$ cat src/rtl/fetch_seq_ctrl_if.sv
// Fetch sequencer bundle: decode hold/redirect inputs, imem request/response, decoded instruction out.
// Signal prefixes are from the sequencer's point of view (master modport).
interface fetch_seq_ctrl_if #(
  parameter int ADDR_W = 64,
  parameter int INST_W = 32
);
  logic              i_stall;
  logic              i_redirect;
  logic [ADDR_W-1:0] i_redirect_addr;
  logic              o_imem_req;
  logic [ADDR_W-1:0] o_imem_addr;
  logic              i_imem_valid;
  logic [INST_W-1:0] i_imem_inst;
  logic [INST_W-1:0] o_inst;
  logic [ADDR_W-1:0] o_inst_addr;
  logic              o_inst_valid;
  logic              o_err;

  modport master (
    input  i_stall, i_redirect, i_redirect_addr, i_imem_valid, i_imem_inst,
    output o_imem_req, o_imem_addr, o_inst, o_inst_addr, o_inst_valid, o_err
  );

  modport slave (
    output i_stall, i_redirect, i_redirect_addr, i_imem_valid, i_imem_inst,
    input  o_imem_req, o_imem_addr, o_inst, o_inst_addr, o_inst_valid, o_err
  );
endinterface

$ cat src/rtl/fetch_seq_ctrl.sv
// Fetch sequencer: one outstanding imem request, redirect/kill of in-flight fetches, decode hold.
// Define FETCH_PERF_EN to add saturating fetched/stall/flush counters.
module fetch_seq_ctrl #(
  parameter int ADDR_W  = 64,
  parameter int INST_W  = 32,
  parameter int TIMEOUT = 16,
  parameter int PC_STEP = 4
) (
  input  logic                    i_clk,
  input  logic                    i_rst_n,
  fetch_seq_ctrl_if.master        bus
`ifdef FETCH_PERF_EN
  ,
  output logic [31:0]             o_perf_fetched,
  output logic [31:0]             o_perf_stall,
  output logic [31:0]             o_perf_flush
`endif
);

  localparam logic [1:0] S_IDLE = 2'd0;
  localparam logic [1:0] S_REQ  = 2'd1;
  localparam logic [1:0] S_WAIT = 2'd2;
  localparam logic [1:0] S_HOLD = 2'd3;

  localparam logic [7:0]        TO_LAST = 8'(TIMEOUT - 1);
  localparam logic [ADDR_W-1:0] STEP    = ADDR_W'(PC_STEP);

  logic [1:0]        r_state;
  logic [ADDR_W-1:0] r_pc;
  logic [ADDR_W-1:0] r_redir;
  logic              r_kill;
  logic [7:0]        r_wait_cnt;
  logic [INST_W-1:0] r_inst;
  logic [ADDR_W-1:0] r_inst_addr;
  logic              r_inst_valid;
  logic              r_err;
  logic              w_timeout;

  assign w_timeout = (r_wait_cnt == TO_LAST);

  always_ff @(posedge i_clk or negedge i_rst_n) begin
    if (!i_rst_n) begin
      r_state      <= S_IDLE;
      r_pc         <= '0;
      r_redir      <= '0;
      r_kill       <= 1'b0;
      r_wait_cnt   <= '0;
      r_inst       <= '0;
      r_inst_addr  <= '0;
      r_inst_valid <= 1'b0;
      r_err        <= 1'b0;
    end else begin
      case (r_state)
        S_IDLE: begin
          if (bus.i_redirect) r_pc <= bus.i_redirect_addr;
          r_state <= S_REQ;
        end
        S_REQ: begin
          r_wait_cnt <= '0;
          if (bus.i_redirect) begin
            r_kill  <= 1'b1;
            r_redir <= bus.i_redirect_addr;
          end
          r_state <= S_WAIT;
        end
        S_WAIT: begin
          if (bus.i_imem_valid) begin
            if (bus.i_redirect) begin
              r_pc    <= bus.i_redirect_addr;
              r_kill  <= 1'b0;
              r_state <= S_REQ;
            end else if (r_kill) begin
              r_pc    <= r_redir;
              r_kill  <= 1'b0;
              r_state <= S_REQ;
            end else begin
              r_inst       <= bus.i_imem_inst;
              r_inst_addr  <= r_pc;
              r_inst_valid <= 1'b1;
              r_pc         <= r_pc + STEP;
              r_state      <= S_HOLD;
            end
          end else if (w_timeout) begin
            // Retry the fetch; a redirect seen this cycle or earlier picks the retry address.
            r_err   <= 1'b1;
            r_kill  <= 1'b0;
            if (bus.i_redirect) r_pc <= bus.i_redirect_addr;
            else if (r_kill)    r_pc <= r_redir;
            r_state <= S_REQ;
          end else begin
            r_wait_cnt <= r_wait_cnt + 8'd1;
            if (bus.i_redirect) begin
              r_kill  <= 1'b1;
              r_redir <= bus.i_redirect_addr;
            end
          end
        end
        S_HOLD: begin
          if (bus.i_redirect) begin
            r_inst_valid <= 1'b0;
            r_pc         <= bus.i_redirect_addr;
            r_state      <= S_REQ;
          end else if (!bus.i_stall) begin
            r_inst_valid <= 1'b0;
            r_state      <= S_REQ;
          end
        end
        default: r_state <= S_IDLE;
      endcase
    end
  end

  assign bus.o_imem_req   = (r_state == S_REQ);
  assign bus.o_imem_addr  = r_pc;
  assign bus.o_inst       = r_inst;
  assign bus.o_inst_addr  = r_inst_addr;
  assign bus.o_inst_valid = r_inst_valid;
  assign bus.o_err        = r_err;

`ifdef FETCH_PERF_EN
  logic        w_consume;
  logic        w_stall_cyc;
  logic        w_flush;
  logic [31:0] r_perf_fetched;
  logic [31:0] r_perf_stall;
  logic [31:0] r_perf_flush;

  assign w_consume   = (r_state == S_HOLD) && !bus.i_redirect && !bus.i_stall;
  assign w_stall_cyc = (r_state == S_HOLD) && bus.i_stall;
  assign w_flush     = ((r_state == S_WAIT) && bus.i_imem_valid && (bus.i_redirect || r_kill)) ||
                       ((r_state == S_HOLD) && bus.i_redirect);

  always_ff @(posedge i_clk or negedge i_rst_n) begin
    if (!i_rst_n) begin
      r_perf_fetched <= '0;
      r_perf_stall   <= '0;
      r_perf_flush   <= '0;
    end else begin
      if (w_consume   && (r_perf_fetched != '1)) r_perf_fetched <= r_perf_fetched + 32'd1;
      if (w_stall_cyc && (r_perf_stall   != '1)) r_perf_stall   <= r_perf_stall + 32'd1;
      if (w_flush     && (r_perf_flush   != '1)) r_perf_flush   <= r_perf_flush + 32'd1;
    end
  end

  assign o_perf_fetched = r_perf_fetched;
  assign o_perf_stall   = r_perf_stall;
  assign o_perf_flush   = r_perf_flush;
`endif

endmodule

$ cat src/flat_wrapper.sv
// flat-port wrapper written by rule: the top's interface ports become plain ports
module fetch_seq_ctrl_flat 
#(
  parameter int ADDR_W  = 64,
  parameter int INST_W  = 32,
  parameter int TIMEOUT = 16,
  parameter int PC_STEP = 4
)
  (i_clk, i_rst_n, bus_i_stall, bus_i_redirect, bus_i_redirect_addr, bus_i_imem_valid, bus_i_imem_inst, bus_o_imem_req, bus_o_imem_addr, bus_o_inst, bus_o_inst_addr, bus_o_inst_valid, bus_o_err);
  fetch_seq_ctrl_if #(.ADDR_W(ADDR_W), .INST_W(INST_W)) bus_i ();
  input  logic i_clk;
  input  logic i_rst_n;
  input wire logic [$bits(bus_i.i_stall)-1:0] bus_i_stall;
  input wire logic [$bits(bus_i.i_redirect)-1:0] bus_i_redirect;
  input wire logic [$bits(bus_i.i_redirect_addr)-1:0] bus_i_redirect_addr;
  input wire logic [$bits(bus_i.i_imem_valid)-1:0] bus_i_imem_valid;
  input wire logic [$bits(bus_i.i_imem_inst)-1:0] bus_i_imem_inst;
  output wire logic [$bits(bus_i.o_imem_req)-1:0] bus_o_imem_req;
  output wire logic [$bits(bus_i.o_imem_addr)-1:0] bus_o_imem_addr;
  output wire logic [$bits(bus_i.o_inst)-1:0] bus_o_inst;
  output wire logic [$bits(bus_i.o_inst_addr)-1:0] bus_o_inst_addr;
  output wire logic [$bits(bus_i.o_inst_valid)-1:0] bus_o_inst_valid;
  output wire logic [$bits(bus_i.o_err)-1:0] bus_o_err;
  assign bus_i.i_stall = bus_i_stall;
  assign bus_i.i_redirect = bus_i_redirect;
  assign bus_i.i_redirect_addr = bus_i_redirect_addr;
  assign bus_i.i_imem_valid = bus_i_imem_valid;
  assign bus_i.i_imem_inst = bus_i_imem_inst;
  assign bus_o_imem_req = bus_i.o_imem_req;
  assign bus_o_imem_addr = bus_i.o_imem_addr;
  assign bus_o_inst = bus_i.o_inst;
  assign bus_o_inst_addr = bus_i.o_inst_addr;
  assign bus_o_inst_valid = bus_i.o_inst_valid;
  assign bus_o_err = bus_i.o_err;
  fetch_seq_ctrl #(.ADDR_W(ADDR_W), .INST_W(INST_W), .TIMEOUT(TIMEOUT), .PC_STEP(PC_STEP)) u_core (.i_clk(i_clk), .i_rst_n(i_rst_n), .bus(bus_i));
endmodule
$ cat config.mk
export PLATFORM = sky130hd
export DESIGN_NAME = fetch_seq_ctrl_flat
export DESIGN_NICKNAME = d
export VERILOG_FILES = /design/src/rtl/fetch_seq_ctrl_if.sv /design/src/rtl/fetch_seq_ctrl.sv /design/src/flat_wrapper.sv
export SDC_FILE = /design/constraint.sdc
export NUM_CORES = 1
export LEC_CHECK = 0
export ABC_AREA = 1
export BUFFER_PORTS_ARGS = -buffer_cell sky130_fd_sc_hd__buf_4
export CAP_MARGIN = 20
export CORE_AREA = 8 8 185 187
export DETAILED_ROUTE_END_ITERATION = 12
export DIE_AREA = 0 0 193 195
export GPL_TIMING_DRIVEN = 0
export HOLD_SLACK_MARGIN = 0.08
export PLACE_DENSITY = 0.66
export SETUP_SLACK_MARGIN = 0.2
export SLEW_MARGIN = 20
export SYNTH_ARGS = -nofsm -noshare
export SYNTH_HDL_FRONTEND = slang
export SYNTH_SLANG_ARGS = --single-unit
$ cat constraint.sdc
create_clock -name i_clk -period 2.8 [get_ports i_clk]
set_clock_uncertainty 0.15 [all_clocks]
set_input_delay 0.56 -clock i_clk [delete_from_list [all_inputs] [get_ports i_clk]]
set_output_delay 0.56 -clock i_clk [all_outputs]
set_load 0.005 [all_outputs]
==> flow_summary.toml <==
[power]
p_comb_share_pct = 50.7
intPower_mw = 11.17
p_leak_nw = 8.961
p_switching_mw = 9.930
power.density_mw_per_mm2 = 1200
p_total_mw = 21.10
peakVddDrop_mv = 0.6120
power_frac_clock_pct = 17.9
p_sw_share_pct = 47.07
p_seq_share_pct = 31.4

[worst_setup_path]
cpMaxStageDelayCell = "a21oi_1"
critPathKind = "flip-flop to flip-flop"
worstRegToRegCells = 7
endpoint_kind = "flip-flop"
crit_path_start_kind = "flip-flop"
critPathMostFrequentCell = "inv_1"
path_cells = "inv_1 -> ha_1 -> nor2_2 -> inv_1 -> clkbuf_1 -> a21oi_1 -> a22oi_1"
cp.arrival_ns = 2.80
worst_ep_required_time_ns = 3.06
path_max_fanout = 10
cpPeakStageDelay_ns = 0.44

[timing]
slew_headroom_pct = 47.03
rsz0062_at_grt = "yes"
fin_crit_sh_pct = 90.41
fin_ws_ns = 0.2685
fmax_mhz = 395.0
setup_tns_ns = 0
hold_violations = 0
setup_violations = 0
worstMarginPinSlew_ns = 0.7945
drv_slew = 0
fin_crit_ns = 2.532

[detailed_routing]
drt-initial-drc-count = 1487
routed-via-count = 14980
wl_per_cell_um = 21.44
drc = 0
ant_nets = 0
drt-total-wl_um = 59190
routed_via_density = 5.425
dr.pass1.iters = 5

[yosys]
synth-seq-cells = 237
yosysTopAreaCell = "dfrtp_1"
synth_area_leaders = "dfrtp_1 (43%), nand2_1 (20%), nor2_1 (6.5%), o21ai_0 (6.2%), inv_1 (4.9%)"
avgSynthCellArea_um2 = 6.841
synth_edf_count = 0
ys_types = 39
async_reset_ff_share_pct = 100.0
yosys_warnings = 0
syn_nets = 2125
ys_seq_area_share_pct = 42.96
postSynthCellCount = 2018
synth_top_area_share_pct = 42.96
synth_top_flop_cell = "dfrtp_1"
synth_area_mm2 = 0.01381

[layout]
diodes = 0
layout_common_cells = "nand2_1 (734), buf_4 (266), nor2_1 (236), dfrtp_1 (236), inv_1 (179)"
post-route-util_pct = 56.27
drive_gt1_share_pct = 18.06
synthToLayoutAreaGrowth_pct = 27.30
final_common_cell = "nand2_1"
nNetsFinal = 2444

[place]
gp_congestion = 1.013
dpl_worst_slack_ns = -0.008956
dp_hpwl_um = 46470
io_buffers = 261

[grt]
grt_antenna_before_repair = 1
track_usage_pct = 30.88
grt_pass1_wl_um = 88570
grt_start_max_net_pins = 90
overflow = 0
grt_pass1_vias = 14580

[min_path]
hold-path-cell-count = 3
hp-class = "primary input to flip-flop"

[die]
io_pins = 264
core_region_area_mm2 = 0.03123
die_w_um = 193
fp.dieH_um = 195
dieArea_mm2 = 0.03764
num_rows = 65
start_util_pct = 44.21

[cts]
clk_pin_slew_ns = 0.06
numCtsBuffers = 28
cts_max_level = 1
clk_path_buf_depth = 3
clk_latency_ns = 0.55
tritoncts = "built"
cts-root-buf = "clkbuf_16"
clkSinkCount = 237

[flow_run]
cap_violations = 0

[outcome]
status = "finished, final reports clean"
## cell type report
| cell class | count | area (um2) |
|---|---|---|
| Clock buffer | 42 | 844.6 |
| Tap cell | 402 | 503.0 |
| Inverter | 192 | 726.9 |
| Multi-Input combinational cell | 1497 | 6725 |
| Sequential cell | 237 | 5932 |
| Buffer | 92 | 452.9 |
| Timing Repair Buffer | 289 | 2280 |
| Fill cell | 3081 | 13660 |
| Clock inverter | 10 | 110.1 |
## flip-flops by register name, summed over array words and instances, names as in the netlist
name / flops
u_core.bus.o_err: 1
u_core.bus.o_imem_addr: 64
u_core.bus.o_inst: 32
u_core.bus.o_inst_addr: 64
u_core.bus.o_inst_valid: 1
u_core.r_kill: 1
u_core.r_redir: 64
u_core.r_state: 2
u_core.r_wait_cnt: 8
## per-layer routing
| metal | vias up | track usage, % | part of all wire, % |
|---|---|---|---|
| met1 | 7021 | 42.29 | 42 |
| met3 | 129 | 6.201 | 9.8 |
| met2 | 762 | 47.77 | 44 |
| met5 | - | 0 | 0.039 |
| met4 | 2 | 11.09 | 3.9 |
| li1 | 7065 | - | - |
## stage by stage
stage          hold WS, ns  instance area [um2]  instances
6_report           0.08652                17570       2761
2_1_floorplan       0.1144                13810       2018
3_5_place_dp        0.2959                16330       2683
3_3_place_gp        0.3021                16270       2681
4_1_cts            0.08250                17550       2760
5_1_grt            0.08510                17570       2761
## critical path, delay by kind of cell (launching register included)
| kind | cells | cell delay [ns] |
|---|---|---|
| buffers and inverters | 3 | 0.60 |
| AO/OA/AOI/OAI | 2 | 0.56 |
| flip-flops | 1 | 0.41 |
| adder cells (fa/ha/maj) | 1 | 0.36 |
| AND/OR/NAND/NOR | 1 | 0.31 |
## what timing repair did
item | 4_1_cts | 5_1_grt
pin swaps | 0 | 1
gates resized for setup | 5 | 21
hold buffers | 25 | 0
endpoints found under the hold margin | 101 | 0
endpoints found under the setup margin | 50 | 85
setup buffers | 0 | 1
## worst paths after layout
kind	to	start	slack, ns
worst max register to register	u_core.bus.o_imem_addr[30]	u_core.r_state[0]	0.27
min in group asynchronous	u_core.bus.o_inst[23]	i_rst_n	0.46
worst min-delay path	u_core.bus.o_inst[23]	bus_i_imem_inst[23]	0.09
worst min register to register	u_core.bus.o_err	u_core.bus.o_err	0.30
max in group asynchronous	u_core.bus.o_imem_addr[52]	i_rst_n	1.17
worst max-delay path	u_core.bus.o_imem_addr[30]	u_core.r_state[0]	0.27
## power groups by stage
stage                     sequential, mW  combinational [mW]  clock, mW
after global routing                6.78                11.7       3.97
after floorplan                     6.12                5.69          0
after detailed placement            6.62                10.4          0
after global placement              6.56                10.3          0
after CTS                           6.57                10.5       3.82
final                               6.63                10.7       3.77
## kinds of logic (layout without fill, tap and decap cells)
| group | Yosys count | count (layout) | share of synthesized area, % |
|---|---|---|---|
| fa+ha+maj | 6 | 6 | 0.5438 |
| flops | 237 | 237 | 42.96 |
| mux | 5 | 5 | 0.4078 |
| buf+inv | 284 | 625 | 8.438 |
| xor+xnor | 7 | 7 | 0.4441 |
| compound gates | 330 | 330 | 13.34 |
| simple gates | 1149 | 1149 | 33.87 |
## synth_stat cells (all sizes together) (17+ instances only)
master  number
nand2      744
nor2       263
dfrtp      237
o21ai      200
inv        190
nand3      104
a21oi       52
buf         46
clkbuf      46
nand4       22
a211oi      18
o21a        17
Power figures use the tool's default switching activity.
